### src/rtl/vga_scan_ctrl.sv
// vga_scan_ctrl: raster scan initiator for the 640x480@60 display path.
// Sweeps row/col addresses out to the pixel responders, takes back their
// registered colour PIX_LAT clocks later and re-aligns it with delayed sync.
//
// Ports:
//   clk        pixel clock (25 MHz)
//   N_rst      asynchronous active-low reset
//   pixel_data {R,G,B} from responders, PIX_LAT clocks after the address
//   row_addr   visible row of the current address (valid when rdn=0)
//   col_addr   visible column of the current address (valid when rdn=0)
//   rdn        active-low address valid
//   fresh      high during visible rows; falling edge = end of visible frame
//   hs, vs     active-low syncs, aligned with r/g/b
//   r, g, b    colour to DAC, black outside the visible area
//   frame_cnt  completed frames, wraps at 256
module vga_scan_ctrl #(
  parameter int unsigned H_ACTIVE = 640,
  parameter int unsigned H_FP     = 16,
  parameter int unsigned H_SYNC   = 96,
  parameter int unsigned H_BP     = 48,
  parameter int unsigned V_ACTIVE = 480,
  parameter int unsigned V_FP     = 10,
  parameter int unsigned V_SYNC   = 2,
  parameter int unsigned V_BP     = 33,
  parameter int unsigned PIX_LAT  = 1
) (
  input  logic        clk,
  input  logic        N_rst,
  input  logic [11:0] pixel_data,
  output logic [8:0]  row_addr,
  output logic [9:0]  col_addr,
  output logic        rdn,
  output logic        fresh,
  output logic        hs,
  output logic        vs,
  output logic [3:0]  r,
  output logic [3:0]  g,
  output logic [3:0]  b,
  output logic [7:0]  frame_cnt
);

  localparam int unsigned H_TOTAL = H_SYNC + H_BP + H_ACTIVE + H_FP;
  localparam int unsigned V_TOTAL = V_SYNC + V_BP + V_ACTIVE + V_FP;
  localparam int unsigned HW      = $clog2(H_TOTAL);
  localparam int unsigned VW      = $clog2(V_TOTAL);

  localparam logic [HW-1:0] H_LAST   = HW'(H_TOTAL - 1);
  localparam logic [HW-1:0] H_SYNC_E = HW'(H_SYNC);
  localparam logic [HW-1:0] H_ACT_S  = HW'(H_SYNC + H_BP);
  localparam logic [HW-1:0] H_ACT_E  = HW'(H_SYNC + H_BP + H_ACTIVE);
  localparam logic [VW-1:0] V_LAST   = VW'(V_TOTAL - 1);
  localparam logic [VW-1:0] V_SYNC_E = VW'(V_SYNC);
  localparam logic [VW-1:0] V_ACT_S  = VW'(V_SYNC + V_BP);
  localparam logic [VW-1:0] V_ACT_E  = VW'(V_SYNC + V_BP + V_ACTIVE);

  // scan counters
  logic [HW-1:0] h_cnt_q, h_cnt_d;
  logic [VW-1:0] v_cnt_q, v_cnt_d;
  logic [7:0]    frame_q, frame_d;
  logic          h_wrap, v_wrap, h_act, v_act;

  // address stage
  logic [8:0] row_q, row_d;
  logic [9:0] col_q, col_d;
  logic       rdn_q, rdn_d;
  logic       fresh_q, fresh_d;
  logic       hs_raw_q, hs_raw_d;
  logic       vs_raw_q, vs_raw_d;

  // delay line matching the responder latency
  logic [PIX_LAT-1:0] rdn_dly_q, rdn_dly_d;
  logic [PIX_LAT-1:0] hs_dly_q, hs_dly_d;
  logic [PIX_LAT-1:0] vs_dly_q, vs_dly_d;

  // colour stage
  logic [11:0] rgb_q, rgb_d;
  logic        hs_q, hs_d;
  logic        vs_q, vs_d;

  always_comb begin
    h_wrap  = (h_cnt_q == H_LAST);
    v_wrap  = (v_cnt_q == V_LAST);
    h_cnt_d = h_wrap ? '0 : h_cnt_q + 1'b1;
    v_cnt_d = v_cnt_q;
    frame_d = frame_q;
    if (h_wrap) begin
      v_cnt_d = v_wrap ? '0 : v_cnt_q + 1'b1;
      // frame wrap coincides with the h and v wraps on the same edge
      if (v_wrap) frame_d = frame_q + 8'd1;
    end
  end

  always_comb begin
    h_act    = (h_cnt_q >= H_ACT_S) && (h_cnt_q < H_ACT_E);
    v_act    = (v_cnt_q >= V_ACT_S) && (v_cnt_q < V_ACT_E);
    col_d    = 10'(h_cnt_q - H_ACT_S);
    row_d    = 9'(v_cnt_q - V_ACT_S);
    rdn_d    = ~(h_act & v_act);
    fresh_d  = v_act;
    hs_raw_d = (h_cnt_q >= H_SYNC_E);
    vs_raw_d = (v_cnt_q >= V_SYNC_E);
  end

  always_comb begin
    rdn_dly_d    = rdn_dly_q;
    hs_dly_d     = hs_dly_q;
    vs_dly_d     = vs_dly_q;
    rdn_dly_d[0] = rdn_q;
    hs_dly_d[0]  = hs_raw_q;
    vs_dly_d[0]  = vs_raw_q;
    for (int unsigned i = 1; i < PIX_LAT; i++) begin
      rdn_dly_d[i] = rdn_dly_q[i-1];
      hs_dly_d[i]  = hs_dly_q[i-1];
      vs_dly_d[i]  = vs_dly_q[i-1];
    end
    // blanking is decided from the delayed rdn, so responders may return
    // anything outside the visible area
    rgb_d = rdn_dly_q[PIX_LAT-1] ? '0 : pixel_data;
    hs_d  = hs_dly_q[PIX_LAT-1];
    vs_d  = vs_dly_q[PIX_LAT-1];
  end

  always_ff @(posedge clk or negedge N_rst) begin
    if (!N_rst) begin
      h_cnt_q   <= '0;
      v_cnt_q   <= '0;
      frame_q   <= '0;
      row_q     <= '0;
      col_q     <= '0;
      rdn_q     <= 1'b1;
      fresh_q   <= 1'b0;
      hs_raw_q  <= 1'b1;
      vs_raw_q  <= 1'b1;
      rdn_dly_q <= '1;
      hs_dly_q  <= '1;
      vs_dly_q  <= '1;
      rgb_q     <= '0;
      hs_q      <= 1'b1;
      vs_q      <= 1'b1;
    end else begin
      h_cnt_q   <= h_cnt_d;
      v_cnt_q   <= v_cnt_d;
      frame_q   <= frame_d;
      row_q     <= row_d;
      col_q     <= col_d;
      rdn_q     <= rdn_d;
      fresh_q   <= fresh_d;
      hs_raw_q  <= hs_raw_d;
      vs_raw_q  <= vs_raw_d;
      rdn_dly_q <= rdn_dly_d;
      hs_dly_q  <= hs_dly_d;
      vs_dly_q  <= vs_dly_d;
      rgb_q     <= rgb_d;
      hs_q      <= hs_d;
      vs_q      <= vs_d;
    end
  end

  assign row_addr  = row_q;
  assign col_addr  = col_q;
  assign rdn       = rdn_q;
  assign fresh     = fresh_q;
  assign hs        = hs_q;
  assign vs        = vs_q;
  assign r         = rgb_q[11:8];
  assign g         = rgb_q[7:4];
  assign b         = rgb_q[3:0];
  assign frame_cnt = frame_q;

endmodule

### config.mk
export PLATFORM = sky130hd
export DESIGN_NAME = vga_scan_ctrl
export DESIGN_NICKNAME = d
export VERILOG_FILES = /design/src/rtl/vga_scan_ctrl.sv
export SDC_FILE = /design/constraint.sdc
export NUM_CORES = 1
export LEC_CHECK = 0
export ABC_AREA = 1
export CAP_MARGIN = 20
export CORE_ASPECT_RATIO = 1.75
export CORE_MARGIN = 2
export CORE_UTILIZATION = 30
export DETAILED_ROUTE_END_ITERATION = 16
export SLEW_MARGIN = 20
export SYNTH_ARGS = -nofsm -noshare
export SYNTH_HDL_FRONTEND = slang
export SYNTH_SLANG_ARGS = --single-unit
### constraint.sdc
create_clock -name clk -period 2.3 [get_ports clk]
set_input_delay 0.345 -clock clk [delete_from_list [all_inputs] [get_ports clk]]
set_output_delay 0.345 -clock clk [all_outputs]
set_load 0.02 [all_outputs]
==> flow_summary.ini <==
[clocking]
cts_buffers = 9
cts_resized = 0
cts_post_setup_buffers_inserted = 0
cts_tree = done
h-tree-depth = 3
clock-sinks = 68
cts_buffer_depth = 2
clk_pin_slew_ps = 50
clk_latency_ps = 330
cts_root_buf = clkbuf_16

[route]
highest_layer = met4
routedWlPerCell_um = 12.1
dr_wl_met3_um = 283
routed-via-count = 2204
ant_nets = 0
wl_met2_um = 3230
drt_pass1_iterations = 4
viasPerCell = 4.37
drtIter0Drc = 108
wl_met1_um = 2430
drt_wl_total_um = 6100
drcViolationCount = 0

[die]
die-area_mm2 = 0.0110
die_h_um = 137
num_rows = 48
start_util_pct = 30.8
fp.dieW_um = 80.0
core_mm2 = 0.00985
io_pins = 57

[global_route]
antenna_found_initial = 0
grt_overflow = 0
grt_pass1_wl_um = 10200
grt_pass1_vias = 2224
globalRouteTotalUtil_pct = 12.1
grt_start_max_net_pins = 47

[yosys]
yosysMostFrequentCell = nand2_1
netlist_top_cells_count = 61 x nand2_1, 60 x dfrtp_1, 40 x nor2_1
ys_seq_area_share_pct = 56.4
synth-edff-count = 0
synth_cell_type_count = 29
yosysWarnings = 0
syn_nets = 337
netlist_top_cells_area = dfrtp_1 49%, nand2_1 7.5%, dfstp_2 6.9%
synth_ff_type = dfrtp_1
yosysTopAreaCellShare_pct = 49.5
synth_cells = 313
postSynthAreaPerCell_um2 = 9.69
async_flop_share_pct = 100
netlist_area_mm2 = 0.00303
yosys.area.top_type = dfrtp_1
synth_seq_cells = 68

[finish]
multi_input_area_mm2 = 0.00111
drive_gt1_share_pct = 11.1
stdcell_count = 504
num_antenna_cells = 0
fillCellCount = 963
final-seq-area_mm2 = 0.00171
nets = 398
syn2layout_area_growth_pct = 33.2

[setup_path]
cp_top_family = buffers and inverters
crit_fanout = 7
criticalPathCategory = reg -> out
critPathArrivalTime_ps = 1450
slowest_delay_ps = 660
cp.required_ps = 1960
setup.worst_path.start_class = register
path_cells = clkdlybuf4s50_1
cp.buffers_inverters = 1
slowest_stage = clkdlybuf4s50_1
worstSetupEndpointType = output port

[timing]
setup_ws_ps = 505
fmax_mhz = 557
finalSetupTns_ps = 0
slew_violations = 0
skew_ps = 6.40
slew_headroom_pct = 64.6
setup_violations = 0
timing.final.crit_share_pct = 78.0
rsz0062_at_grt = no
hold_viol = 0
tightest_slew_ps = 532
finalCriticalPeriod_ps = 1790

[placed_design]
place_congestion = 0.827
hpwl_um = 4410
dp.cells = 487
place_ws_ps = 573
port_buffers = 56

[power]
p_leak_nw = 1.86
power.density_mw_per_mm2 = 672
ir_worst_vdd_uv = 369

[flow_run]
maxCapViolations = 0

[outcome]
status = completed

[hold_path]
hp-class = reg -> reg
## per-stage QoR
stage / power (mW) / instance area (um^2) / hold WS (ps) / util [%]
global placement: 1.27 / 3710 / 348 / 37.7
floorplan: 1.22 / 3030 / 49.4 / -
global route: 2.81 / 4040 / 362 / 41.0
CTS: 2.75 / 4040 / 354 / 41.0
detailed placement: 1.27 / 3710 / 347 / 37.7
finish: 2.72 / 4040 / 354 / 41.0
## logic make-up (layout without fill, tap and decap cells)
| logic type | after synthesis | after routing | share of synthesized area, % |
|---|---|---|---|
| fa+ha+maj | 10 | 10 | 4.12 |
| buf+inv | 48 | 114 | 6.97 |
| xor+xnor | 24 | 24 | 7.18 |
| compound gates | 22 | 22 | 4.08 |
| simple gates | 141 | 141 | 21.2 |
| flops | 68 | 68 | 56.4 |
## timing repair
| action | in CTS | in global routing |
|---|---|---|
| endpoints found under the setup margin | 0 | 0 |
| endpoints found under the hold margin | 9 | 0 |
| hold buffers | 1 | 0 |
## per-layer routing
metal / vias to the layer above / track usage [%]
met5: - / 0
met1: 1036 / 12.8
li1: 1099 / -
met4: 0 / 7.63
met3: 11 / 3.17
met2: 58 / 20.9
## final timing paths
kind	from	end	slack (ps)	cells past startpoint
max reg2reg	h_cnt_q[0]	frame_cnt[5]	560	7
max in group asynchronous	N_rst	vs_dly_d	1090	3
min reg2reg	vs_d	vs	350	0
min in group asynchronous	N_rst	col_addr[3]	530	2
min	vs_d	vs	350	0
max	frame_cnt[2]	frame_cnt[2]	510	1
## state kept, by name, summed over array words and instances, names as in the netlist
signal	flops
h_cnt_q	10
vs	1
hs_d	1
frame_cnt	8
rdn	1
col_addr	10
fresh	1
hs	1
vs_dly_d	1
hs_dly_d	1
rgb_q	12
v_cnt_q	10
rdn_dly_q	1
vs_d	1
row_addr	9
## power breakdown
part | leakage, nW | switching [mW] | internal [mW]
registers | 0.850 | 0 | 1.20
clock network | 0.157 | 0.486 | 0.978
logic | 0.858 | 0.0281 | 0.0244
total | 1.86 | 0.515 | 2.20
## final cells by class
cell class	instances	share of cell area, %
sequential	68	42.3
multi-input combinational	197	27.5
timing repair buffer	60	14.9
clock buffer	12	6.10
tap	125	3.87
inverter	38	3.53
clock inverter	4	1.83
## layout by cell type, fill, tap and decap left out, drive strengths merged
cell type	count
a21oi	7
a31oi	2
a32oi	1
buf	4
bufinv	2
clkbuf	12
clkdlybuf4s50	55
clkinv	2
dfrtp	60
dfstp	8
dlygate4sd3	1
ha	10
inv	38
nand2	65
nand3	20
nand4	6
nor2	45
nor3	5
o2111ai	1
o21ai	11
xnor2	7
xor2	17
(Power assumes the default switching activity.)
